<file path="src/rtl/seq_match_logger.sv">
// rtl/seq_match_logger.sv - match event counter with timestamp FIFO and valid/ready drain port

module seq_match_logger #(
  parameter int DEPTH = 8,
  parameter int TS_W  = 16,
  parameter int CNT_W = 16
) (
  input  logic                     clk,
  input  logic                     reset,
  input  logic                     det_in,
  input  logic                     enable,
  input  logic                     clr,
  output logic                     rd_valid,
  output logic [TS_W-1:0]          rd_data,
  input  logic                     rd_ready,
  output logic [CNT_W-1:0]         match_count,
  output logic [$clog2(DEPTH):0]   fifo_level,
  output logic                     overflow
);

  localparam int AW = $clog2(DEPTH);

  localparam logic [TS_W-1:0]  TS_ONE  = TS_W'(1);
  localparam logic [CNT_W-1:0] CNT_ONE = CNT_W'(1);
  localparam logic [CNT_W-1:0] CNT_MAX = '1;
  localparam logic [AW:0]      PTR_ONE = (AW+1)'(1);

  // Free-running timestamp and saturating event count
  logic [TS_W-1:0]  ts_q, ts_d;
  logic [CNT_W-1:0] cnt_q, cnt_d;

  // FIFO pointers carry an extra wrap bit so full and empty are distinguishable
  logic [AW:0]      wr_ptr_q, wr_ptr_d;
  logic [AW:0]      rd_ptr_q, rd_ptr_d;
  logic [AW:0]      level_q, level_d;
  logic [TS_W-1:0]  mem_q [DEPTH];

  // Registered read port; rd_data keeps its last value once the FIFO drains
  logic             rd_valid_q, rd_valid_d;
  logic [TS_W-1:0]  rd_data_q, rd_data_d;
  logic             ovf_q, ovf_d;

  logic             event_w;
  logic             pop_w;
  logic             full_w;
  logic             push_w;
  logic             drop_w;
  logic [AW-1:0]    wr_idx_w;

  assign wr_idx_w = wr_ptr_q[AW-1:0];
  assign full_w   = (wr_ptr_q[AW] != rd_ptr_q[AW]) &&
                    (wr_ptr_q[AW-1:0] == rd_ptr_q[AW-1:0]);

  // A pop in the same cycle frees the slot a full FIFO needs, so the push survives
  assign event_w = det_in & enable & ~clr;
  assign pop_w   = rd_valid_q & rd_ready & ~clr;
  assign push_w  = event_w & (~full_w | pop_w);
  assign drop_w  = event_w & full_w & ~pop_w;

  // Next-state for counters, pointers, flags and the registered head
  always_comb begin
    ts_d       = ts_q;
    cnt_d      = cnt_q;
    wr_ptr_d   = wr_ptr_q;
    rd_ptr_d   = rd_ptr_q;
    level_d    = level_q;
    rd_valid_d = rd_valid_q;
    rd_data_d  = rd_data_q;
    ovf_d      = ovf_q;

    if (clr) begin
      ts_d       = '0;
      cnt_d      = '0;
      wr_ptr_d   = '0;
      rd_ptr_d   = '0;
      level_d    = '0;
      rd_valid_d = 1'b0;
      ovf_d      = 1'b0;
    end else begin
      if (enable) begin
        ts_d = ts_q + TS_ONE;
      end
      if (event_w && (cnt_q != CNT_MAX)) begin
        cnt_d = cnt_q + CNT_ONE;
      end
      if (push_w) begin
        wr_ptr_d = wr_ptr_q + PTR_ONE;
      end
      if (pop_w) begin
        rd_ptr_d = rd_ptr_q + PTR_ONE;
      end
      if (drop_w) begin
        ovf_d = 1'b1;
      end

      level_d    = wr_ptr_d - rd_ptr_d;
      rd_valid_d = (level_d != '0);

      // The new head is either the value being written this cycle or an existing entry
      if (level_d != '0) begin
        if (push_w && (wr_idx_w == rd_ptr_d[AW-1:0])) begin
          rd_data_d = ts_q;
        end else begin
          rd_data_d = mem_q[rd_ptr_d[AW-1:0]];
        end
      end
    end
  end

  // State registers with asynchronous active-low reset
  always_ff @(posedge clk or negedge reset) begin
    if (!reset) begin
      ts_q       <= '0;
      cnt_q      <= '0;
      wr_ptr_q   <= '0;
      rd_ptr_q   <= '0;
      level_q    <= '0;
      rd_valid_q <= 1'b0;
      rd_data_q  <= '0;
      ovf_q      <= 1'b0;
    end else begin
      ts_q       <= ts_d;
      cnt_q      <= cnt_d;
      wr_ptr_q   <= wr_ptr_d;
      rd_ptr_q   <= rd_ptr_d;
      level_q    <= level_d;
      rd_valid_q <= rd_valid_d;
      rd_data_q  <= rd_data_d;
      ovf_q      <= ovf_d;
    end
  end

  // Storage array; contents are only meaningful between the pointers
  always_ff @(posedge clk) begin
    if (push_w) begin
      mem_q[wr_idx_w] <= ts_q;
    end
  end

  assign rd_valid    = rd_valid_q;
  assign rd_data     = rd_data_q;
  assign match_count = cnt_q;
  assign fifo_level  = level_q;
  assign overflow    = ovf_q;

endmodule

</file>
<file path="config.mk">
export PLATFORM = sky130hd
export DESIGN_NAME = seq_match_logger
export DESIGN_NICKNAME = d
export VERILOG_FILES = /design/src/rtl/seq_match_logger.sv
export SDC_FILE = /design/constraint.sdc
export NUM_CORES = 1
export LEC_CHECK = 0
export CORE_UTILIZATION = 40
export DETAILED_ROUTE_END_ITERATION = 12
export HOLD_SLACK_MARGIN = 0.06
export PLACE_DENSITY = 0.67
export SYNTH_ARGS = -nofsm -noshare
export SYNTH_HDL_FRONTEND = slang
export SYNTH_SLANG_ARGS = --single-unit
</file>
<file path="constraint.sdc">
create_clock -name clk -period 6.1 [get_ports clk]
set_input_delay 1.22 -clock clk [delete_from_list [all_inputs] [get_ports clk]]
set_output_delay 1.22 -clock clk [all_outputs]
set_load 0.03 [all_outputs]
</file>
# After elaboration in Yosys (flattened, before gate mapping)

Memories as Yosys holds them, arrays and structs flattened. A register that Yosys moved wholly into a read port is not among the register bits.
Index checks and enable logic that the tools add are counted.

Register bits after elaboration: 46
Memories: 1
Word-level logic and storage cells: 51
Memory bits (writable): 128
Input port bits: 6
Output and inout bits: 38

Add/sub/neg operators: 5
Reduce and logical (&&, ||, !) cells: 8
Eq/ne operators: 3
Multiplexer cells: 16
Bitwise operators: 11

Memories:

| name  | depth | bits a word | read ports | clocked after memory_dff | write ports | line | RTL |
|---|---|---|---|---|---|---|---|
| mem_q | 8     | 16          | 1          | 1                        | 1           | 36   | `logic [TS_W-1:0] mem_q [DEPTH];` |

Operators with widths:

| kind                  | number |
|---|---|
| $mux 16               | 4 |
| $add 16x1->16 const B | 2 |
| $mux 4                | 7 |
| $ne 16x16->1 const B  | 1 |
| $add 4x1->4 const B   | 2 |
| $and 1x1->1           | 7 |
| $reduce_bool 2->1     | 3 |
| $mux 1                | 5 |
| $reduce_bool 4->1     | 1 |
| $sub 4x4->4           | 1 |
| $eq 3x3->1            | 1 |
| $not 1->1             | 3 |
| $logic_and 1x1->1     | 2 |
| $reduce_and 2->1      | 1 |
| $logic_not 1->1       | 1 |
| $ne 1x1->1            | 1 |
| $or 1x1->1            | 1 |

# Longest topological paths before layout

Gate-level depths: netlist (run 1).

Depth after elaboration: 10
Gate-level depth with buffers: 14

# Worst setup path after synthesis (run 1)

No wires, ideal clock.

Path kind: input to register
From: in clr
To: reg rd_data_q[10] (netlist: rd_data[10]) (read register of mem_q)
Path slack: 1682 ps
Buffers on the path: 4
Stages on the path: 13
Library setup time: 125 ps
Arrival time: 4293 ps
Cells stage by stage: and3b_1 buf_2 clkbuf_1 clkbuf_1 mux2i_1 ha_1 nor2b_1 o21a_1 a211oi_2 nor4_1 a311oi_4 buf_6 mux2_2

Cells in the longest elaborated chain, start to end: 9
Elaborated cells on any way between the ends: 12

Ends and longest elaborated chain:

| item                              | line | RTL |
|---|---|---|
| start: declaration                | 12   | `input logic clr,` |
| $not 1->1 (no source line) (*)    | -    |  |
| $and 1x1->1                       | 56   | `assign pop_w = rd_valid_q & rd_ready & ~clr;` |
| $or 1x1->1                        | 57   | `assign push_w = event_w & (~full_w \| pop_w);` |
| $and 1x1->1                       | 57   |  |
| $mux 4                            | 86   | `if (push_w) begin` |
| $mux 4                            | 71   | `if (clr) begin` |
| $sub 4x4->4                       | 96   | `level_d = wr_ptr_d - rd_ptr_d;` |
| $reduce_bool 4->1                 | 100  | `if (level_d != '0) begin` |
| $reduce_and 2->1 (no source line) | -    |  |
| end: declaration                  | 40   | `logic [TS_W-1:0] rd_data_q, rd_data_d;` |

Mark *: on every way between the ends. The rest lies on a longest branch, timed or not. The select of a mux whose other input is x is not followed.
A chain may end at the register's enable or synchronous reset.

# Worst setup path in the final report (run 1)

From: in enable
To: reg rd_data_q[7] (netlist: rd_data[7]) (read register of mem_q)

Cells in the longest elaborated chain, start to end: 8

Ends and longest elaborated chain:

| item                              | line | RTL |
|---|---|---|
| start: declaration                | 11   | `input logic enable,` |
| $and 1x1->1 (2 in a row)          | 55   | `assign event_w = det_in & enable & ~clr;` |
| $and 1x1->1                       | 57   |  |
| $mux 4                            | 86   |  |
| $mux 4                            | 71   |  |
| $sub 4x4->4                       | 96   |  |
| $reduce_bool 4->1                 | 100  |  |
| $reduce_and 2->1 (no source line) | -    |  |

Every way passes these cells. The select of a mux whose other input is x is not followed.

==> impl_metrics.csv, run 1 <==
group,metric,value,unit
route,antenna_left,0,
timing,fmax,220,MHz
floorplan,core,0.0235,mm²
placed_design,port_buffers,43,
final_layout,final-seq-area,0.00540,mm²
final_layout,n_fill_cell,2075,
pwr,seqPwrFrac,48.0,%
final_layout,antenna_cells,0,
synthesis,yosysTopAreaCell,"edfxtp_1",
timing,hold_violations,0,
floorplan,fp.dieArea,0.0245,mm²
timing,finalCritPeriodShare,74.5,%
synthesis,syn_inst,824,
clock_network,hold_buffers,0,
synthesis,syn_avg_cell_area,11.6,µm²
route,drt_iter0_drc,448,
setup_path,crit_path_end_kind,"flop",
route,routed_wl,21700,µm
route,wl_met1,9870,µm
route,drt_first_pass_iters,4,
grt,grt_max_degree,70,
placed_design,place_congestion,0.853,
synthesis,synth.top_cells.by_area,"edfxtp_1 (40%), dfrtp_1 (16%), mux2i_1 (14%)",
synthesis,synth_seq_area_share,56.5,%
setup_path,worstPathRequired,6410,ps
clock_network,cts_max_level,4,
setup_path,crit_top_cell,"mux2_2",
synthesis,synth_top_family_by_area,"multiplexers",
timing,setup_violations,0,
floorplan,ios,44,
pwr,p_leak,3.71,nW
route,vias_per_cell,5.49,
clock_network,clkSlewWorstSetupHoldPaths,60,ps
timing,final.setup.tns,0,ps
setup_path,cp_num_buf_inv,2,
floorplan,die_h,157,µm
grt,grt_usage,18.6,%
final_layout,multiInputGateArea,0.00399,mm²
final_layout,final_common_cell,"nand2_1",
clock_network,cts_setup_buffers,0,
worst_hold_path,hold_path.class,"flop to flop",
synthesis,synth_xor_area_share,2.75,%
timing,min_period,4540,ps
setup_path,crit_path_cell_trace,"clkdlybuf4s50_1 > nand3b_4 > a21oi_2 > mux2_2 > ha_1 > nor2b_1 > o21ai_0 > a211oi_2 > nor4_1 > a311oi_4 > buf_4 > mux2_2",
grt,grt_overflow_total,0,
route,wl_per_cell,18.2,µm
floorplan,die_w,157,µm
floorplan,initial_core_util,40.7,%
route,dr_total_vias,6512,
route,top_layer_used,"met4",
pwr,vdd_drop_max,0.194,mV
worst_hold_path,hold_depth,1,
pwr,clkPwrFrac,34.5,%
timing,finalClockSkew,5.78,ps
pwr,switching_share,26.5,%
clock_network,cts_root_buffer,"clkbuf_16",
run,maxCapViolations,0,
final_layout,nets,869,
synthesis,synth_ff_type,"edfxtp_1",
pwr,power_frac_comb,17.6,%
pwr,powerDensity,282,mW/mm²
route,met2WireLength,10300,µm
route,drc_errors,0,
floorplan,core.rowCount,56,
setup_path,critical_path.max_fanout,17,
setup_path,startpoint_type,"primary input",
timing,rsz0062_at_grt,"false",
grt,antenna_found_initial,0,
final_layout,layout_common_cells,"nand2_1 (149), mux2i_1 (130), edfxtp_1 (128)",
setup_path,slowest_delay,710,ps
final_layout,drive_gt1_share,11.6,%
setup_path,cp_slowest_cell,"clkdlybuf4s50_1",
setup_path,critical_path_arrival,4860,ps
timing,tightest_slew,1180,ps
synthesis,synth-simple-area-share,16.2,%
pwr,p_int,0.00226,W
synthesis,ys_warn_count,0,
grt,grt_pass1_vias,6408,
synthesis,yosysTopAreaCellShare,40.3,%
grt,grt_pass1_wl,34400,µm
timing,maxSlewViolCount,0,
placed_design,hpwlAfterDp,13200,µm
setup_path,rrSetupSlack,2150,ps
synthesis,mappedNetlistArea,0.00955,mm²
synthesis,synth_mux_area_share,17.9,%
synthesis,synthAdderAreaFrac,1.13,%
clock_network,cts_tree,"yes",
synthesis,yosysUniqueCellTypes,47,
synthesis,async_reset_ff_share,32.6,%
timing,relSlewSlack,20.8,%
clock_network,numCtsBuffers,17,
synthesis,synth-edff-count,128,
clock_network,cts.sinks,190,
worst_hold_path,worstHoldEndpoint,"rd_data[8]",
setup_path,worstRegToRegCells,12,
setup_path,rr_startpoint,"wr_ptr_q[1]",
clock_network,clkLatencyLatePin,430,ps
pwr,switching_power,0.000815,W
synthesis,synth_compound_area_share,3.17,%
synthesis,ys_seq_elements,190,
route,wl_met3,990,µm
final_layout,final_util,46.5,%
clock_network,cts_resized,0,
setup_path,path_delay_family,"compound AO/OA/AOI/OAI gates",
worst_hold_path,min_from,"rd_data[8]",
final_layout,syn_to_final_growth,14.4,%
synthesis,syn-num-nets,838,
setup_path,r2r_end,"rd_data[7]",
clock_network,ctsLongestPathBuffers,2,
setup_path,timing_worst_setup_path_type,"primary input to flop",
status,status,"finished clean",
## synthesized netlist by cell type, types with 7 or more instances
| cell | instances |
|---|---|
| nand2_1 | 149 |
| mux2i_1 | 134 |
| edfxtp_1 | 128 |
| nand3_1 | 72 |
| dfrtp_1 | 62 |
| nor2_1 | 36 |
| mux2_2 | 33 |
| nand4_1 | 29 |
| clkbuf_1 | 24 |
| o21ai_0 | 19 |
| xnor2_1 | 15 |
| xor2_1 | 15 |
| buf_1 | 14 |
| buf_2 | 9 |
| and3_1 | 8 |
| ha_1 | 7 |
## logic make-up after synthesis
| family | Yosys count |
|---|---|
| simple gates | 331 |
| flops | 190 |
| mux | 167 |
| buf+inv | 54 |
| compound gates | 44 |
| xor+xnor | 30 |
| fa+ha+maj | 8 |
## power by group through the flow
stage | combinational (W) | clock [W] | sequential, W
final | 0.000540 | 0.00106 | 0.00148
after global routing | 0.000576 | 0.00112 | 0.00148
after detailed placement | 0.000544 | 0 | 0.00150
after CTS | 0.000546 | 0.00107 | 0.00148
after global placement | 0.000537 | 0 | 0.00151
after floorplan | 0.000233 | 0 | 0.00161
## worst max path at each step
stage / endpoint / depth (start not counted) / startpoint
6_report: rd_data[7] / 12 / enable
5_1_grt: rd_data[7] / 12 / enable
4_1_cts: rd_data[5] / 12 / enable
3_5_place_dp: rd_data[12] / 12 / enable
3_3_place_gp: rd_data[14] / 12 / enable
2_1_floorplan: rd_data[10] / 13 / clr
## final cells by class
class	instances	share of cell area, %
flip-flops and latches	190	49.4
multi-input cells	580	36.6
repair buffers	60	5.04
clock buffers	20	4.00
well taps	319	3.65
clock inverters	12	1.10
inverters	6	0.206
## state kept, by name, summed over array words and instances, names as in the netlist
name         count
mem_q          128
wr_ptr_q         4
rd_ptr_q         4
rd_data         16
match_count     16
fifo_level       4
overflow         1
rd_valid         1
ts_q            16
## stage by stage
| stage | total power [W] | cell area, µm² | instances | setup WS, ps | hold slack (ps) |
|---|---|---|---|---|---|
| 6_report | 0.00308 | 10900 | 1187 | 1560 | 510 |
| 5_1_grt | 0.00318 | 10900 | 1187 | 1370 | 524 |
| 4_1_cts | 0.00310 | 10900 | 1187 | 1570 | 515 |
| 3_5_place_dp | 0.00205 | 10400 | 1155 | 1120 | 500 |
| 3_3_place_gp | 0.00204 | 10400 | 1155 | 1180 | 500 |
| 2_1_floorplan | 0.00184 | 9550 | 824 | 1680 | 528 |
## worst register-to-register path, cell delays in order, from the launching register on
cell and delay (ps):
dfrtp_1 630, xnor2_1 170, and3_1 270, a21oi_2 310, mux2_2 420, ha_1 280, nor2b_1 150, o21ai_0 140
a211oi_2 320, nor4_1 130, a311oi_4 290, buf_4 330, mux2_2 390
## per-layer routing
layer  vias to the layer above  track usage, %
li1                       3056               -
met3                        36            3.10
met2                       177            30.4
met4                         0            7.52
met5                         -               0
met1                      3243            24.6
Note: power is estimated with default switching activity, not from simulation.
==> inputs of run 2 (changes only) <==
clock period = 4.7 ns   (was 6.1 ns; I/O delays follow)
==> run 2 against run 1 <==
Against the previous run: via count decreased by 0.31%; sequential cell count unchanged; final cell count increased by 0.67%; critical path depth increased by 1; worst setup slack got worse by 920 ps; clock-buffer cell count decreased by 3; final area increased by 0.69%; wire length increased by 0.40%; first-iteration DRC count decreased by 8.5%; clock power increased by 27%; clock skew increased by 0.79 ps.
==> impl_metrics.csv, run 2 (synthesized netlist as in run 1, its figures left out) <==
group,metric,value,unit
status,status,"finished clean",
route,antenna_left,0,
timing,tightest_slew,1190,ps
clock_network,clkSlewWorstSetupHoldPaths,70,ps
pwr,p_leak,3.76,nW
grt,grt_usage,18.7,%
floorplan,die_h,157,µm
worst_hold_path,hold_path.class,"flop to flop",
clock_network,cts_tree,"yes",
setup_path,slowest_delay,490,ps
final_layout,antenna_cells,0,
timing,min_period,4060,ps
clock_network,numCtsBuffers,17,
placed_design,port_buffers,43,
route,routed_wl,21700,µm
route,drt_first_pass_iters,5,
timing,maxSlewViolCount,0,
run,maxCapViolations,0,
setup_path,cp_slowest_cell,"clkdlybuf4s50_1",
setup_path,worstRegToRegCells,12,
clock_network,clkLatencyLatePin,430,ps
setup_path,crit_top_cell,"mux2_2",
timing,finalClockSkew,6.57,ps
setup_path,timing_worst_setup_path_type,"primary input to flop",
timing,setup_violations,0,
setup_path,startpoint_type,"primary input",
clock_network,hold_buffers,0,
timing,fmax,246,MHz
route,dr_total_vias,6492,
final_layout,nets,877,
floorplan,core,0.0235,mm²
clock_network,cts_setup_buffers,0,
final_layout,n_fill_cell,2102,
pwr,powerDensity,362,mW/mm²
final_layout,syn_to_final_growth,15.2,%
grt,antenna_found_initial,0,
final_layout,drive_gt1_share,13.1,%
timing,final.setup.tns,0,ps
clock_network,cts.sinks,190,
pwr,vdd_drop_max,0.273,mV
grt,grt_max_degree,70,
floorplan,die_w,157,µm
route,drc_errors,0,
worst_hold_path,hold_depth,1,
timing,rsz0062_at_grt,"false",
placed_design,place_congestion,0.832,
setup_path,worstPathRequired,5010,ps
grt,grt_overflow_total,0,
final_layout,final_common_cell,"nand2_1",
setup_path,crit_path_cell_trace,"clkdlybuf4s50_1 > nand3b_1 > and3_1 > a21oi_2 > mux2_2 > ha_1 > nor2b_1 > o21ai_0 > a211oi_2 > nor4_1 > a311oi_4 > buf_12 > mux2_2",
floorplan,fp.dieArea,0.0245,mm²
route,drt_iter0_drc,410,
final_layout,layout_common_cells,"nand2_1 (149), mux2i_1 (130), edfxtp_1 (128)",
grt,grt_pass1_wl,34100,µm
setup_path,critical_path.max_fanout,17,
setup_path,crit_path_end_kind,"flop",
placed_design,hpwlAfterDp,12400,µm
floorplan,initial_core_util,40.7,%
grt,grt_pass1_vias,6270,
clock_network,cts_resized,0,
clock_network,cts_max_level,4,
timing,finalCritPeriodShare,86.5,%
clock_network,cts_root_buffer,"clkbuf_16",
timing,holdWs,509,ps
clock_network,ctsLongestPathBuffers,2,
route,wl_per_cell,18.2,µm
timing,relSlewSlack,20.8,%
floorplan,core.rowCount,56,
final_layout,largest_reg_flops,128,
timing,hold_violations,0,
floorplan,ios,44,
route,vias_per_cell,5.43,
final_layout,regMostFlops,"mem_q",
setup_path,critical_path_arrival,4380,ps
==> run 2: changes by cell type in the layout (fill, tap and decap cells not counted) <==
cell	delta
bufinv_16	-2
inv_6	+3
buf_12	+1
buf_4	+7
clkinv_1	-3
clkinv_2	-1
inv_8	+1
clkbuf_1	-3
clkinvlp_4	-1
clkinv_8	+1
clkinv_4	+5
==> run 2: critical path: cells and delay by family <==
family / cells / cell delay (ps)
buffers and inverters: 2 / 680
AOI/OAI and AO/OA: 4 / 830
adders and majority gates: 1 / 290
muxes: 2 / 690
and+or+nand+nor: 4 / 950
==> run 2: per-stage QoR <==
stage | total power, W | utilization [%] | setup WS [ps] | std cells | instance area [µm²]
6_report | 0.00398 | 46.8 | 635 | 1195 | 11000
5_1_grt | 0.00413 | 46.8 | 442 | 1195 | 11000
4_1_cts | 0.00402 | 46.8 | 655 | 1195 | 11000
3_5_place_dp | 0.00267 | 44.5 | 195 | 1163 | 10400
3_3_place_gp | 0.00267 | 44.5 | 274 | 1163 | 10400
2_1_floorplan | 0.00239 | - | 562 | 824 | 9550
==> run 2: path summary, 6_finish.rpt <==
kind	startpoint	to	slack, ps
min in group asynchronous	reset	rd_data[14]	610
max	rd_ready	rd_data[5]	640
min	rd_data[0]	rd_data[0]	510
min reg2reg	rd_data[0]	rd_data[0]	510
max reg2reg	wr_ptr_q[1]	rd_data[5]	970
max in group asynchronous	reset	rd_ptr_q[1]	3430
==> run 2: power by group <==
group / switching, W / internal, W
logic: 0.000405 / 0.000309
clock network: 0.000658 / 0.000695
registers: 0.0000606 / 0.00186
==> run 2: cell type report <==
cell class                 count  area (µm²)  area share [%]
sequential                   190        5400            49.1
multi-input combinational    580        3990            36.3
timing repair buffer          68         623            5.67
clock buffer                  17         425            3.87
tap                          319         399            3.63
clock inverter                15         134            1.22
inverter                       6        22.5           0.205
==> run 2: layer usage <==
layer  routed length (µm)  part of all wire [%]  GRT usage (%)
met5                    0                     0              0
met4                  333                   1.5           6.07
met3                 1070                   4.9           3.07
met2                10100                    46           29.8
met1                10200                    47           25.9
